--- src/rtl/vend_pkg.sv ---
// Shared coin codes, coin values, dispenser states and default price for the
// vending datapath and its change dispenser.
package vend_pkg;

  typedef enum logic [1:0] {
    COIN_NICKEL  = 2'b00,
    COIN_DIME    = 2'b01,
    COIN_QUARTER = 2'b10,
    COIN_INVALID = 2'b11
  } coin_e;

  localparam int unsigned NICKEL_VALUE  = 5;
  localparam int unsigned DIME_VALUE    = 10;
  localparam int unsigned QUARTER_VALUE = 25;

  typedef enum logic {
    CHG_IDLE = 1'b0,
    CHG_PAY  = 1'b1
  } chg_state_t;

  localparam int unsigned DEFAULT_PRICE = 45;

  // Cent value of a coin code; an invalid code is worth nothing.
  function automatic int unsigned coin_value(coin_e c);
    int unsigned v;
    v = 0;
    case (c)
      COIN_NICKEL:  v = NICKEL_VALUE;
      COIN_DIME:    v = DIME_VALUE;
      COIN_QUARTER: v = QUARTER_VALUE;
      default:      v = 0;
    endcase
    return v;
  endfunction

endpackage

--- src/rtl/vend_change_dispenser.sv ---
// Change dispenser: pays out a loaded change amount greedily (quarter, dime,
// nickel) over a valid/ready handshake to the coin hopper.
module vend_change_dispenser
  import vend_pkg::*;
#(
  parameter int unsigned WIDTH = 8
) (
  input  logic             clk,
  input  logic             rst_n,
  input  logic             load_i,
  input  logic [WIDTH-1:0] amount_i,
  input  logic             chg_coin_ready_i,
  output logic             chg_coin_valid_o,
  output logic [1:0]       chg_coin_type_o,
  output logic             chg_busy_o
);

  localparam logic [WIDTH-1:0] NICKEL_W  = WIDTH'(NICKEL_VALUE);
  localparam logic [WIDTH-1:0] DIME_W    = WIDTH'(DIME_VALUE);
  localparam logic [WIDTH-1:0] QUARTER_W = WIDTH'(QUARTER_VALUE);

  chg_state_t       state_q, state_d;
  logic [WIDTH-1:0] remain_q, remain_d;
  logic [WIDTH-1:0] pay_value;
  logic [WIDTH-1:0] remain_after;
  coin_e            pay_coin;

  // The offered coin depends only on remain_q, so it cannot change while the hopper stalls.
  always_comb begin
    if (remain_q >= QUARTER_W) begin
      pay_coin  = COIN_QUARTER;
      pay_value = QUARTER_W;
    end else if (remain_q >= DIME_W) begin
      pay_coin  = COIN_DIME;
      pay_value = DIME_W;
    end else begin
      pay_coin  = COIN_NICKEL;
      pay_value = NICKEL_W;
    end
    remain_after = (remain_q > pay_value) ? (remain_q - pay_value) : '0;
  end

  always_comb begin
    // NOTE: every signal written here gets a default first, so no path through the case infers a latch.
    state_d          = state_q;
    remain_d         = remain_q;
    chg_coin_valid_o = 1'b0;
    chg_coin_type_o  = COIN_NICKEL;
    case (state_q)
      CHG_IDLE: begin
        if (load_i && (amount_i != '0)) begin
          remain_d = amount_i;
          state_d  = CHG_PAY;
        end
      end
      CHG_PAY: begin
        chg_coin_valid_o = 1'b1;
        chg_coin_type_o  = pay_coin;
        if (chg_coin_ready_i) begin
          // A residue below the smallest coin cannot be paid and is dropped.
          if (remain_after < NICKEL_W) begin
            remain_d = '0;
            state_d  = CHG_IDLE;
          end else begin
            remain_d = remain_after;
          end
        end
      end
      default: begin
        remain_d = '0;
        state_d  = CHG_IDLE;
      end
    endcase
  end

  // NOTE: reset is synchronous (only clk in the sensitivity list) and state uses
  // non-blocking assignments so every register samples pre-edge values.
  always_ff @(posedge clk) begin
    if (!rst_n) begin
      state_q  <= CHG_IDLE;
      remain_q <= '0;
    end else begin
      state_q  <= state_d;
      remain_q <= remain_d;
    end
  end

  assign chg_busy_o = (state_q == CHG_PAY);

endmodule

--- src/rtl/vend_datapath.sv ---
// Vending machine datapath: coin register, saturating credit total, change
// register and change dispenser. Define VEND_DATAPATH_SALE_COUNT_EN to build
// in the completed-sale counter; otherwise sale_count is tied to zero.
module vend_datapath
  import vend_pkg::*;
#(
  parameter int unsigned WIDTH = 8,
  parameter int unsigned PRICE = DEFAULT_PRICE
) (
  input  logic             clk,
  input  logic             rst_n,
  input  logic             coin_valid,
  input  logic [1:0]       coin_type,
  output logic             coin_ready,
  output logic             coin_reject,
  input  logic             y_ld,
  input  logic             y_rst,
  input  logic             total_ld,
  input  logic             total_rst,
  input  logic             change_ld,
  input  logic             change_rst,
  output logic             comp_result,
  output logic [WIDTH-1:0] total,
  output logic [WIDTH-1:0] change,
  output logic             chg_coin_valid,
  output logic [1:0]       chg_coin_type,
  input  logic             chg_coin_ready,
  output logic             chg_busy,
  output logic [15:0]      sale_count
);

  localparam logic [WIDTH-1:0] PRICE_W = WIDTH'(PRICE);

  logic [WIDTH-1:0] y_q, y_d;
  logic [WIDTH-1:0] total_q, total_d;
  logic [WIDTH-1:0] change_q, change_d;
  logic [WIDTH-1:0] change_calc;
  logic [WIDTH:0]   total_sum;
  logic             reject_q, reject_d;
  logic             coin_accept;
  logic             coin_bad;
  coin_e            coin_code;

  assign coin_code   = coin_e'(coin_type);
  assign coin_ready  = y_ld && !chg_busy;
  assign coin_accept = coin_valid && coin_ready;
  assign coin_bad    = coin_accept && (coin_code == COIN_INVALID);

  assign comp_result = (total_q >= PRICE_W);
  assign change_calc = comp_result ? (total_q - PRICE_W) : '0;

  // One extra bit catches the carry so the total pins at all-ones instead of wrapping.
  assign total_sum = {1'b0, total_q} + {1'b0, y_q};

  always_comb begin
    y_d = y_q;
    if (y_rst) begin
      y_d = '0;
    end else if (y_ld) begin
      y_d = (coin_accept && !coin_bad) ? WIDTH'(coin_value(coin_code)) : '0;
    end

    total_d = total_q;
    if (total_rst) begin
      total_d = '0;
    end else if (total_ld) begin
      total_d = total_sum[WIDTH] ? '1 : total_sum[WIDTH-1:0];
    end

    change_d = change_q;
    if (change_rst) begin
      change_d = '0;
    end else if (change_ld) begin
      change_d = change_calc;
    end

    reject_d = coin_bad;
  end

  always_ff @(posedge clk) begin
    if (!rst_n) begin
      y_q      <= '0;
      total_q  <= '0;
      change_q <= '0;
      reject_q <= 1'b0;
    end else begin
      y_q      <= y_d;
      total_q  <= total_d;
      change_q <= change_d;
      reject_q <= reject_d;
    end
  end

  assign total       = total_q;
  assign change      = change_q;
  assign coin_reject = reject_q;

  // The dispenser sees the same pre-edge change value the change register loads.
  vend_change_dispenser #(
    .WIDTH (WIDTH)
  ) u_dispenser (
    .clk              (clk),
    .rst_n            (rst_n),
    .load_i           (change_ld),
    .amount_i         (change_calc),
    .chg_coin_ready_i (chg_coin_ready),
    .chg_coin_valid_o (chg_coin_valid),
    .chg_coin_type_o  (chg_coin_type),
    .chg_busy_o       (chg_busy)
  );

`ifdef VEND_DATAPATH_SALE_COUNT_EN
  logic [15:0] sale_count_q;

  always_ff @(posedge clk) begin
    if (!rst_n) begin
      sale_count_q <= '0;
    end else if (change_ld && comp_result) begin
      sale_count_q <= sale_count_q + 16'd1;
    end
  end

  assign sale_count = sale_count_q;
`else
  assign sale_count = '0;
`endif

endmodule
--- config.mk ---
export PLATFORM = sky130hd
export DESIGN_NAME = vend_datapath
export DESIGN_NICKNAME = d
export VERILOG_FILES = /design/src/rtl/vend_pkg.sv /design/src/rtl/vend_change_dispenser.sv /design/src/rtl/vend_datapath.sv
export SDC_FILE = /design/constraint.sdc
export NUM_CORES = 1
export LEC_CHECK = 0
export BUFFER_PORTS_ARGS = -buffer_cell sky130_fd_sc_hd__buf_2
export CORE_ASPECT_RATIO = 1.25
export CORE_UTILIZATION = 40
export CTS_BUF_LIST = sky130_fd_sc_hd__clkbuf_8 sky130_fd_sc_hd__clkbuf_16
export DETAILED_ROUTE_END_ITERATION = 10
export PLACE_DENSITY_LB_ADDON = 0.1
export SLEW_MARGIN = 20
export SYNTH_ARGS = -nofsm -noshare
export SYNTH_HDL_FRONTEND = slang
export SYNTH_HIERARCHICAL = 1
export SYNTH_SLANG_ARGS = --single-unit
export TNS_END_PERCENT = 50
--- constraint.sdc ---
create_clock -name clk -period 2.75 [get_ports clk]
set_input_delay 0.55 -clock clk [delete_from_list [all_inputs] [get_ports clk]]
set_output_delay 0.55 -clock clk [all_outputs]
set_load 0.01 [all_outputs]
==> impl_metrics.tcl <==
set metrics [dict create \
    status "completed" \
    antenna_found_initial 0 \
    synth_warnings 6 \
    grt_max_degree 20 \
    first_global_vias 2178 \
    yosysSeqAreaShare_pct 25.20 \
    cts_buffer_depth 2 \
    power.leakage_nw 1.446 \
    p_seq_share_pct 51.0 \
    die-area_mm2 0.006476 \
    dp_slack_ns -0.06788 \
    htreeDepth 2 \
    antennaDiodeCount 0 \
    ioPinCount 51 \
    cts_tree "done" \
    vias_per_cell 5.259 \
    routed_wl_um 6040 \
    critPathKind "flip-flop to flip-flop" \
    grt_usage_pct 18.53 \
    hold_violations 0 \
    cts-buffers-inserted 5 \
    n_fill_cell 545 \
    clk_pin_slew_ns 0.07 \
    tightestPinTransition_ns 0.4982 \
    clock_latency_ns 0.28 \
    place.gp.congestion 0.8207 \
    coreArea_mm2 0.005857 \
    rows 31 \
    worstPathArrival_ns 2.87 \
    sw_frac_of_total_pct 26.66 \
    grt_pass1_wl_um 9763 \
    ir_worst_vdd_uv 195.0 \
    p_int_w 0.0006575 \
    fin_skew_ns 0.006627 \
    die_h_um 89.72 \
    holdCritStartpoint "change[5]" \
    setup_slack_ns 0.04768 \
    async_reset_ff_share_pct 0 \
    startpoint "u_dispenser/remain_q[2]" \
    die_w_um 72.18 \
    cp.required_ns 2.92 \
    setup_violations 0 \
    dr.pass1.iters 4 \
    synthToLayoutAreaGrowth_pct 30.69 \
    holdWs_ns 0.4660 \
    postSynthAreaPerCell_um2 8.433 \
    pwr-share-clk_pct 39.4 \
    multi_input_area_mm2 0.001823 \
    wl_per_cell_um 13.48 \
    fin_crit_sh_pct 98.27 \
    rsz0062_at_grt "true" \
    synth_ff_type "dfxtp_1" \
    drtAntennaViolNets 0 \
    pwr-share-comb_pct 9.6 \
    yosysUniqueCellTypes 75 \
    power.density_mw_per_mm2 278.6 \
    hp-class "flip-flop to flip-flop" \
    dp_hpwl_um 4536 \
    syn_area_mm2 0.002462 \
    p_sw_w 0.0002390 \
    cts_sinks 31 \
    layout.nets 396 \
    final-seq-area_um2 628.1 \
    cap_violations 0 \
    num_vias 2356 \
    endpoint_kind "flip-flop" \
    max_freq_mhz 370.1 \
    first_iter_violations 109 \
    synthTopCellsByArea "dfxtp_1 (25%), ha_1 (8.6%), buf_4 (6.4%), a21oi_1 (3.5%), o21ai_0 (3.0%)" \
    start_util_pct 42.04 \
    drcViolationCount 0 \
    io_buffers 34 \
    crit_fanout 3 \
    synth_area_leader_cell "dfxtp_1" \
    crit_path_start_kind "flip-flop" \
    fin_crit_ns 2.702 \
    synth_top_area_share_pct 25.20 \
    grt-ovfl-total 0 \
    ys_seq_elements 31 \
    netlist_instances 292 \
    final_layout_size_suffix_gt1_share_pct 40.71 \
    slew_viol_final 0 \
    slew_headroom_pct 66.74 \
    holdBufCountCts 0 \
    clock_tree.root_cell "clkbuf_8" \
    synth_edf_count 0 \
    reg2reg_from "u_dispenser/remain_q[2]" \
]
-- cells in the mapped netlist, types with 5 or more instances --
library cell   n
nor2b_1        9
nand2b_1      10
nand2_1       13
a21oi_1       17
o21ai_0       15
nor2_1        18
dfxtp_1       31
ha_1          17
inv_1         16
buf_4         21
nand3_1        8
xor2_1         5
nor3_1         7
-- what timing repair did --
action | CTS | global route
gates cloned | 0 | 0
resized for setup | 12 | 30
buffers inserted | 3 | 8
setup endpoints to repair | 6 | 9
pin swaps | 10 | 16
-- layout by cell type, fill, tap and decap left out, types with 5 or more instances in the layout --
cell / n
nand3_1: 8
a21oi_2: 5
nor2_1: 17
nand2_1: 11
conb_1: 16
ha_1: 13
inv_1: 15
dfxtp_1: 27
a21oi_1: 15
o21ai_0: 11
xor2_1: 5
clkbuf_8: 5
nor2b_1: 9
nand2b_1: 9
buf_2: 34
buf_4: 44
-- layout make-up --
class | count | area share [%]
multi-input combinational | 230 | 56.65
sequential | 31 | 19.52
timing repair buffer | 79 | 15.90
tap | 82 | 3.188
clock buffer | 5 | 2.138
inverter | 18 | 2.100
clock inverter | 3 | 0.5054
-- stage by stage --
step	cells	util (%)	TNS (ns)	area (um^2)	power [W]
after global placement	429	48.94	-0.02138	2867	0.0005498
after floorplan	307	-	-0.02553	2535	0.0005388
final	448	54.95	0	3218	0.0008966
after detailed placement	429	48.94	-0.2558	2867	0.0005501
after CTS	440	51.42	0	3012	0.0009043
after global routing	448	54.95	-0.1445	3218	0.0009363
-- worst max-delay path: stages, from the launching register on --
cell	delay (ns)
dfxtp_2	0.32
or2_4	0.24
o211ai_1	0.17
and2_4	0.17
buf_4	0.12
nand2_2	0.09
ha_4	0.25
and2b_2	0.22
o21bai_4	0.13
a21oi_4	0.08
xnor2_2	0.14
o41a_1	0.41
o31a_1	0.27
-- power by group through the flow --
stage          Sequential, W  Combinational, W  Clock [W]
5_1_grt             0.000458         0.0000959   0.000383
2_1_floorplan       0.000468         0.0000708          0
3_5_place_dp        0.000468         0.0000818          0
3_3_place_gp        0.000468         0.0000816          0
4_1_cts             0.000458         0.0000820   0.000365
6_report            0.000457         0.0000861   0.000353
-- state kept, by name, indices dropped and copies added, names as in the netlist --
signal and flops:
u_dispenser/remain_q 8, y_q 5, total 8, change 8, u_dispenser/chg_busy_o 1, coin_reject 1
-- cells by family (layout without fill, tap and decap cells) --
kind of cell | count (synthesis) | after routing | share of synthesized area [%]
simple gates | 94 | 94 | 21.80
fa+ha+maj | 19 | 19 | 10.26
mux | 2 | 2 | 0.8130
other cells | 1 | 16 | 0.1523
compound gates | 91 | 91 | 28.20
buf+inv | 46 | 105 | 10.72
xor+xnor | 8 | 8 | 2.846
flops | 31 | 31 | 25.20
-- per-layer routing --
| metal | vias to the layer above | track usage [%] | part of all wire, % |
|---|---|---|---|
| li1 | 1182 | - | - |
| met1 | 1119 | 22.85 | 44 |
| met2 | 49 | 31.70 | 52 |
| met3 | 6 | 3.700 | 3.9 |
| met4 | 0 | 5.882 | 0.99 |
| met5 | - | 0 | 0 |
-- path summary, 6_finish.rpt --
path / depth (start not counted) / end / slack (ns)
setup / recovery: 12 / u_dispenser/chg_busy_o / 0.05
hold / removal: 2 / change[5] / 0.47
setup reg to reg: 12 / u_dispenser/chg_busy_o / 0.05
hold reg to reg: 2 / change[5] / 0.47
No activity file was read; power rests on OpenSTA's default activity.
